--- config.mk ---
export PLATFORM = sky130hd
export DESIGN_NAME = dmem_access_unit_flat
export DESIGN_NICKNAME = d
export VERILOG_FILES = /design/src/rtl/dmem_access_unit_pkg.sv /design/src/rtl/dmem_access_unit_if.sv /design/src/rtl/dmem_access_unit_load_align.sv /design/src/rtl/dmem_access_unit.sv /design/src/flat_wrapper.sv
export SDC_FILE = /design/constraint.sdc
export NUM_CORES = 1
export LEC_CHECK = 0
export CAP_MARGIN = 25
export CORE_MARGIN = 4
export CORE_UTILIZATION = 50
export DETAILED_ROUTE_END_ITERATION = 8
export DONT_BUFFER_PORTS = 1
export GPL_TIMING_DRIVEN = 0
export SETUP_SLACK_MARGIN = 0.5
export SKIP_CTS_REPAIR_TIMING = 1
export SLEW_MARGIN = 10
export SYNTH_ARGS = -nofsm -noshare
export SYNTH_HDL_FRONTEND = slang
export SYNTH_SLANG_ARGS = --single-unit
--- constraint.sdc ---
create_clock -name clk -period 6.74 [get_ports clk]
set_input_delay 1.011 -clock clk [delete_from_list [all_inputs] [get_ports clk]]
set_output_delay 1.011 -clock clk [all_outputs]
set_load 0.02 [all_outputs]
--- src/rtl/dmem_access_unit_pkg.sv ---
// dmem_pkg: shared types and lane helpers for the data-memory access unit.
// Contents: dmem_size_t (access size), dmem_state_t (FSM state), lane_be(), store_rep().
// Used by dmem_access_unit and load_align through import dmem_pkg::*.
package dmem_pkg;

  typedef enum logic [1:0] {
    SZ_BYTE     = 2'b00,
    SZ_HALF     = 2'b01,
    SZ_WORD     = 2'b10,
    SZ_WORD_ALT = 2'b11   // reserved encoding, behaves as a word
  } dmem_size_t;

  typedef enum logic [1:0] {
    ST_IDLE = 2'b00,
    ST_BUS  = 2'b01,
    ST_DONE = 2'b10
  } dmem_state_t;

  // Little-endian byte-lane enables; halfwords pick their lane pair by addr[1] only.
  function automatic logic [3:0] lane_be(input dmem_size_t sz, input logic [1:0] a);
    case (sz)
      SZ_BYTE: return 4'b0001 << a;
      SZ_HALF: return a[1] ? 4'b1100 : 4'b0011;
      default: return 4'b1111;
    endcase
  endfunction

  // Replicate right-justified store data across every lane so any lane enable picks it up.
  function automatic logic [31:0] store_rep(input dmem_size_t sz, input logic [31:0] d);
    case (sz)
      SZ_BYTE: return {4{d[7:0]}};
      SZ_HALF: return {2{d[15:0]}};
      default: return d;
    endcase
  endfunction

endpackage

--- src/rtl/dmem_access_unit_if.sv ---
// dmem_bus_if: request/acknowledge data-bus bundle between the access unit and memory.
// Ports: bus_req/bus_we/bus_addr/bus_be/bus_wdata (unit -> memory), bus_ack/bus_rdata (memory -> unit).
// Modports: master (access unit side), slave (memory side).
interface dmem_bus_if #(
  parameter int ADDR_W = 32
) ();
  logic              bus_req;
  logic              bus_we;
  logic [ADDR_W-1:0] bus_addr;
  logic [3:0]        bus_be;
  logic [31:0]       bus_wdata;
  logic              bus_ack;
  logic [31:0]       bus_rdata;

  modport master (
    output bus_req, bus_we, bus_addr, bus_be, bus_wdata,
    input  bus_ack, bus_rdata
  );

  modport slave (
    input  bus_req, bus_we, bus_addr, bus_be, bus_wdata,
    output bus_ack, bus_rdata
  );
endinterface

--- src/rtl/dmem_access_unit_load_align.sv ---
// load_align: shifts the addressed byte/half lane of a bus word down to bit 0 and extends it.
// Latency: purely combinational. Backpressure: none.
// Ports: i_size, i_signed, i_addr_lo (addr[1:0]), i_word (raw bus word) in; o_data (aligned result) out.
module load_align
  import dmem_pkg::*;
(
  input  dmem_size_t  i_size,
  input  logic        i_signed,
  input  logic [1:0]  i_addr_lo,
  input  logic [31:0] i_word,
  output logic [31:0] o_data
);

  logic [7:0]  w_byte;
  logic [15:0] w_half;

  always_comb begin
    w_byte = i_word[7:0];
    case (i_addr_lo)
      2'd1:    w_byte = i_word[15:8];
      2'd2:    w_byte = i_word[23:16];
      2'd3:    w_byte = i_word[31:24];
      default: w_byte = i_word[7:0];
    endcase
    w_half = i_addr_lo[1] ? i_word[31:16] : i_word[15:0];

    case (i_size)
      SZ_BYTE: o_data = {{24{i_signed & w_byte[7]}}, w_byte};
      SZ_HALF: o_data = {{16{i_signed & w_half[15]}}, w_half};
      default: o_data = i_word;
    endcase
  end

endmodule

--- src/rtl/dmem_access_unit.sv ---
// dmem_access_unit: M-stage load/store engine, IDLE -> BUS -> DONE -> IDLE over a req/ack bus.
// Latency: 3 cycles minimum (op seen in IDLE, ack in first BUS cycle, result in DONE).
// Backpressure: stall_mem freezes the pipeline while an op waits in IDLE or sits in BUS.
// Ports: clk, reset (async active-high); mem_*_m/size_m/signed_m/addr_m/wdata_m op inputs;
//        stall_mem, rdata_m outputs; bus (dmem_bus_if.master); align_fault with DMEM_ALIGN_CHECK_EN.
// Build option: define DMEM_ALIGN_CHECK_EN to trap misaligned half/word accesses instead of
//        silently forcing them onto the containing word / addr[1] lane pair.
module dmem_access_unit
  import dmem_pkg::*;
#(
  parameter int ADDR_W = 32
) (
  input  logic              clk,
  input  logic              reset,
  input  logic              mem_valid_m,
  input  logic              mem_write_m,
  input  logic [1:0]        size_m,
  input  logic              signed_m,
  input  logic [ADDR_W-1:0] addr_m,
  input  logic [31:0]       wdata_m,
  output logic              stall_mem,
  output logic [31:0]       rdata_m,
`ifdef DMEM_ALIGN_CHECK_EN
  output logic              align_fault,
`endif
  dmem_bus_if.master        bus
);

  dmem_state_t       r_state;
  logic [ADDR_W-1:0] r_addr;
  dmem_size_t        r_size;
  logic              r_signed;
  logic              r_we;
  logic [3:0]        r_be;
  logic [31:0]       r_wdata;
  logic [31:0]       r_rdata;

  dmem_size_t        w_size;
  logic              w_start;
  logic              w_misalign;
  logic [31:0]       w_load;

  assign w_size  = dmem_size_t'(size_m);
  assign w_start = (r_state == ST_IDLE) && mem_valid_m;

`ifdef DMEM_ALIGN_CHECK_EN
  logic r_fault;

  assign w_misalign = ((w_size == SZ_HALF) && addr_m[0]) ||
                      ((w_size == SZ_WORD || w_size == SZ_WORD_ALT) && (addr_m[1:0] != 2'b00));

  // Set on the IDLE cycle that traps, so it is high for exactly the following DONE cycle.
  always_ff @(posedge clk or posedge reset) begin
    if (reset) r_fault <= 1'b0;
    else       r_fault <= w_start && w_misalign;
  end

  assign align_fault = r_fault;
`else
  assign w_misalign = 1'b0;
`endif

  // Lane selection uses the latched size/addr so it lines up with the acked bus word.
  load_align u_load_align (
    .i_size    (r_size),
    .i_signed  (r_signed),
    .i_addr_lo (r_addr[1:0]),
    .i_word    (bus.bus_rdata),
    .o_data    (w_load)
  );

  always_ff @(posedge clk or posedge reset) begin
    if (reset) begin
      r_state  <= ST_IDLE;
      r_addr   <= '0;
      r_size   <= SZ_BYTE;
      r_signed <= 1'b0;
      r_we     <= 1'b0;
      r_be     <= 4'b0000;
      r_wdata  <= 32'h0;
      r_rdata  <= 32'h0;
    end else begin
      case (r_state)
        ST_IDLE: begin
          if (mem_valid_m) begin
            r_addr   <= addr_m;
            r_size   <= w_size;
            r_signed <= signed_m;
            r_we     <= mem_write_m;
            // Bus lanes/data are registered here so they are stable for the whole BUS phase.
            r_be     <= lane_be(w_size, addr_m[1:0]);
            r_wdata  <= store_rep(w_size, wdata_m);
            if (w_misalign) begin
              r_rdata <= 32'h0;
              r_state <= ST_DONE;
            end else begin
              r_state <= ST_BUS;
            end
          end
        end
        ST_BUS: begin
          if (bus.bus_ack) begin
            // Stores leave rdata_m untouched; it only ever carries load results.
            if (!r_we) r_rdata <= w_load;
            r_state <= ST_DONE;
          end
        end
        ST_DONE: r_state <= ST_IDLE;
        default: r_state <= ST_IDLE;
      endcase
    end
  end

  assign stall_mem     = w_start || (r_state == ST_BUS);
  assign rdata_m       = r_rdata;

  assign bus.bus_req   = (r_state == ST_BUS);
  assign bus.bus_we    = r_we;
  assign bus.bus_addr  = {r_addr[ADDR_W-1:2], 2'b00};
  assign bus.bus_be    = r_be;
  assign bus.bus_wdata = r_wdata;

endmodule

--- src/flat_wrapper.sv ---
// flat-port wrapper written by rule: the top's interface ports become plain ports
module dmem_access_unit_flat import dmem_pkg::*;
#(
  parameter int ADDR_W = 32
)
  (clk, reset, mem_valid_m, mem_write_m, size_m, signed_m, addr_m, wdata_m, stall_mem, rdata_m, bus_bus_req, bus_bus_we, bus_bus_addr, bus_bus_be, bus_bus_wdata, bus_bus_ack, bus_bus_rdata);
  dmem_bus_if #(.ADDR_W(ADDR_W)) bus_i ();
  input  logic clk;
  input  logic reset;
  input  logic mem_valid_m;
  input  logic mem_write_m;
  input  logic [1:0] size_m;
  input  logic signed_m;
  input  logic [ADDR_W-1:0] addr_m;
  input  logic [31:0] wdata_m;
  output logic stall_mem;
  output logic [31:0] rdata_m;
  output wire logic [$bits(bus_i.bus_req)-1:0] bus_bus_req;
  output wire logic [$bits(bus_i.bus_we)-1:0] bus_bus_we;
  output wire logic [$bits(bus_i.bus_addr)-1:0] bus_bus_addr;
  output wire logic [$bits(bus_i.bus_be)-1:0] bus_bus_be;
  output wire logic [$bits(bus_i.bus_wdata)-1:0] bus_bus_wdata;
  input wire logic [$bits(bus_i.bus_ack)-1:0] bus_bus_ack;
  input wire logic [$bits(bus_i.bus_rdata)-1:0] bus_bus_rdata;
  assign bus_bus_req = bus_i.bus_req;
  assign bus_bus_we = bus_i.bus_we;
  assign bus_bus_addr = bus_i.bus_addr;
  assign bus_bus_be = bus_i.bus_be;
  assign bus_bus_wdata = bus_i.bus_wdata;
  assign bus_i.bus_ack = bus_bus_ack;
  assign bus_i.bus_rdata = bus_bus_rdata;
  dmem_access_unit #(.ADDR_W(ADDR_W)) u_core (.clk(clk), .reset(reset), .mem_valid_m(mem_valid_m), .mem_write_m(mem_write_m), .size_m(size_m), .signed_m(signed_m), .addr_m(addr_m), .wdata_m(wdata_m), .stall_mem(stall_mem), .rdata_m(rdata_m), .bus(bus_i));
endmodule
## Word level (Yosys, flattened, before mapping)

Index checks and enable logic that the tools add are counted.

| operators by class | value |
|---|---|
| reductions and logical operators | 8 |
| muxes and demuxes | 9 |
| shifts and indexed selects | 1 |
| bitwise operators | 3 |
| equal/unequal tests | 8 |

Operators with widths:

| operator | count |
|---|---|
| 32-bit case mux with 2 select lines | 2 |
| 8-bit case mux with 3 select lines | 1 |
| 16-bit 2-to-1 mux | 1 |
| 2-bit by 1-bit equality test with 1-bit output, second input constant | 4 |
| 4-bit case mux with 2 select lines | 1 |
| 2-bit zero test | 3 |
| 2-bit equality test, second input constant | 2 |
| 2-bit 2-to-1 mux | 2 |
| 4-bit 2-to-1 mux | 1 |
| 2-bit case mux with 2 select lines | 1 |
| 2-bit AND reduction | 2 |
| 1-bit by 2-bit << shifter with 4-bit output, first input constant | 1 |
| 3-bit AND reduction | 1 |
| 1-bit AND | 2 |
| 2-bit by 1-bit != test with 1-bit output, second input constant | 1 |
| 2-bit != test, second input constant | 1 |
| 1-bit logical AND | 1 |
| 1-bit logical OR | 1 |
| 1-bit NOT | 1 |

| storage, ports and cells | value |
|---|---|
| output and inout port bits | 103 |
| register bits | 106 |

## Logic depth before layout (Yosys ltp)

| logic depth | value |
|---|---|
| depth after elaboration | 4 |
| gate-level depth with buffers | 7 |

## Modules after synthesis

From an unflattened synthesis, not the netlist that was laid out.

| second synthesis, totals | value |
|---|---|
| cells, all modules | 476 |
| area, all modules | 5,622.9 um^2 |

By module, submodules not included:

| module | times used | cells an instance | sequential area each (um^2) | area each (um^2) |
|---|---|---|---|---|
| dmem_access_unit | 1 | 343 | 2,652.5 | 4,599.4 |
| load_align | 1 | 133 | 0.0 | 1,023.5 |

## Worst setup path before layout

OpenSTA, ideal clock, no wires.

| timing | value |
|---|---|
| path type | input to output |
| start point | input port mem_valid_m |
| end point | output port stall_mem |
| data arrival time | 1.329 ns |
| required time | 5.729 ns |
| setup slack | 4.400 ns |
| stages | 2 |
| cell sequence | nor2_1 nor2_1 |

| between the ends | value |
|---|---|
| cells in the longest elaborated chain, start to end | 2 |

RTL lines:

| what | RTL line | text |
|---|---|---|
| start, declared | flat_wrapper.sv:10 | `input logic mem_valid_m;` |
| 1-bit logical AND | dmem_access_unit.sv:44 | `assign w_start = (r_state == ST_IDLE) && mem_valid_m;` |
| 1-bit logical OR | dmem_access_unit.sv:114 | `assign stall_mem = w_start \|\| (r_state == ST_BUS);` |
| end, declared | flat_wrapper.sv:16 | `output logic stall_mem;` |

Every way passes these cells.

## Worst setup path after layout

Same ends and word-level chain as after synthesis.

==> qor.csv <==
metric,value,unit
outcome,"finished, final reports clean",
Max Clock Freq,418.3,MHz
remaining global-route overflow,0,
Vias,3984,
Worst Skew,0.01395,ns
fillcell total,980,
# IOs,207,
Yosys top cell area share,0.5077,
share of cells above drive strength 1,0.1486,
Worst EP required,5.73,ns
Most used DFF post-synth,dfrtp_1,
CTS Buf Count,9,
min cycle time layout,2.391,ns
DR pass1 iterations,4,
Layout area overhead,7.783,%
Syn Area/Cell,8.993,um2
Crit. End Element,primary output,
DRC viols,0,
clk sinks,106,
Final Hold Vio Count,0,
CTS H-tree depth,3,
vias per std cell,5.420,
setup TNS,0,ns
DIE WIDTH,110.2,um
starting density of the core,0.5107,
TritonCTS clock tree,yes,
"flops & latches, synth",106,
PwrDens,504.9,nW/um2
slowest CP cell,nor2_1,
most frequent cell after synthesis,nand2_1,
initial antenna violation count,0,
synthesized cell area,5225,um2
ys async rst share,1.000,
Leakage,2.666,nW
Die ar.,12150,um2
DP Wirelength,10.51,mm
first-pass GRT wire length,21.22,mm
Max clock buf depth,2,
top post-synthesis cells by count,"nand2_1 (162), dfrtp_1 (106), o21ai_0 (52)",
RePlAce Congestion,0.9484,
nets,698,
CP cell instances,nor2_1 -> nor2_1,
GRT Total Usage,0.2278,
overall power,2.843,mW
post-synthesis cell count,581,
critical path's top delay family,simple AND/OR/NAND/NOR gates,
"Reg clk slew, reported paths",0.09,ns
vias in the first global route,4003,
FF-to-FF setup slack,4.94,ns
Ys Warns,0,
First DRT Iteration DRCs,212,
hold slack,0.4827,ns
Worst VDD drop,232.9,uV
Inserted Diodes,0,
Hold Crit Endpoint,u_core.r_addr[29],
Final Max Tran Viols,0,
worst-margin pin slew,0.5451,ns
crit share post-route,0.3547,
sequential share of the synthesized area,0.5077,
Site Rows,37,
Critical Path AT,1.38,ns
wire per inst,18.77,um
routed wire length,13.79,mm
cell taking the most area after synthesis,dfrtp_1,
clk_lat worst skew,0.38,ns
RR Endpoint,u_core.rdata_m[18],
kind of critical path,input pin to primary output,
crit-path max FO,3,
R2R cell count,6,
Die Ht,110.2,um
Max Cap Viol,0,
CP max stage delay,0.34,ns
port bufs,0,
Startpoint Class,input pin,
post-synthesis xor/xnor area fraction,0,
Synth area leaders,"dfrtp_1 (51%), nand2_1 (12%), buf_4 (5.0%), mux2i_1 (5.0%), o21ai_0 (5.0%)",
hold path cells,2,
max_slew headroom,0.6366,
synth unique cells,39,
combinational family with the most area after synthesis,simple AND/OR/NAND/NOR gates,
RSZ-0062 raised after global routing,false,
largest net degree at the start of global routing,62,
Routed Antenna Nets,0,
Synth Area in Compound Gates,0.1130,
adder-cell area share of the yosys netlist,0,
post-synthesis mux area share,0.06753,
Post-synth EDFFs,0,
most frequent CP cell,nor2_1,
clock root buffer,clkbuf_8,
Hold Crit Start,u_core.r_addr[29],
Post-Synth Simple-Gate Area,0.2170,
FF-to-FF Start,u_core.bus.bus_we,
Final setup viols,0,
Core Box Area,10230,um2
Buf/Inv on CP,0,
class of the worst hold path,flip-flop to flip-flop,
==> flip-flops by register name (all words and copies together), names as in the netlist <==
name                  count
u_core.bus.bus_be         4
u_core.bus.bus_wdata     32
u_core.bus.bus_we         1
u_core.r_addr            32
u_core.r_signed           1
u_core.r_size             2
u_core.r_state            2
u_core.rdata_m           32
==> through the flow <==
stage,cell area [um2],instances,setup WS (ns),util
after floorplan,5229,582,2.940,-
after global placement,5399,718,1.794,0.5277
after detailed placement,5431,719,4.340,0.5309
after CTS,5632,735,4.340,0.5504
after global routing,5632,735,4.338,0.5504
final,5632,735,4.349,0.5504
==> area by class of cell <==
cell class / count / area, um2 / share of cell area
clock inverters: 6 / 72.57 / 0.01289
clock buffers: 10 / 127.6 / 0.02266
well taps: 136 / 170.2 / 0.03022
repair buffers: 1 / 27.53 / 0.004888
inverters: 10 / 42.54 / 0.007554
flip-flops and latches: 106 / 2653 / 0.4710
plain buffers: 73 / 454.2 / 0.08065
multi-input cells: 393 / 2085 / 0.3701
==> metal layers <==
layer	share of wire	up-vias	track usage
li1	-	1924	-
met1	0.40	1883	0.2838
met2	0.48	159	0.3657
met3	0.10	18	0.08387
met4	0.017	0	0.07916
met5	0	-	0
==> layout by cell type (no fill, tap or decap), types with 2 or more instances in the layout <==
| cell | n |
|---|---|
| nand2_1 | 162 |
| dfrtp_1 | 106 |
| o21ai_0 | 52 |
| nor2_1 | 42 |
| buf_4 | 35 |
| a21oi_1 | 33 |
| mux2i_1 | 26 |
| buf_2 | 21 |
| clkbuf_1 | 14 |
| inv_1 | 9 |
| clkbuf_8 | 9 |
| nand3b_1 | 8 |
| nor3_1 | 7 |
| nor4bb_1 | 7 |
| nor4b_1 | 7 |
| a311oi_1 | 7 |
| o22ai_1 | 7 |
| mux2_2 | 7 |
| nand2b_1 | 4 |
| inv_6 | 4 |
| buf_6 | 3 |
| a31oi_1 | 3 |
| and2_1 | 2 |
| nand3_1 | 2 |
| conb_1 | 2 |
==> logic make-up after synthesis <==
group | Yosys count
other | 1
multiplexers | 34
buffers and inverters | 83
AO/OA/AOI/OAI | 106
AND/OR/NAND/NOR | 251
flip-flops | 106
==> power by group <==
group / leakage [nW] / switching, mW / total [mW] / internal, mW
clock: 0.0979 / 0.233 / 0.410 / 0.177
sequential: 1.27 / 0.481 / 1.42 / 0.940
combinational: 1.29 / 0.601 / 1.01 / 0.411
total: 2.67 / 1.32 / 2.84 / 1.53
==> worst max-delay path by stage <==
stage,endpoint,cells after the start,startpoint
final,stall_mem,2,mem_valid_m
after global routing,stall_mem,2,mem_valid_m
after CTS,stall_mem,2,mem_valid_m
after detailed placement,stall_mem,2,mem_valid_m
after global placement,u_core.r_addr[12],1,reset
after floorplan,u_core.bus.bus_be[0],1,reset
==> worst reg2reg max path: stages (launching register included) <==
cell and delay (ns):
dfrtp_1 0.50, nand4bb_1 0.25, buf_2 0.20, nor2_1 0.13, nand3_1 0.25, buf_2 0.27
o21ai_0 0.12
Note: power is estimated with default switching activity, not from simulation.
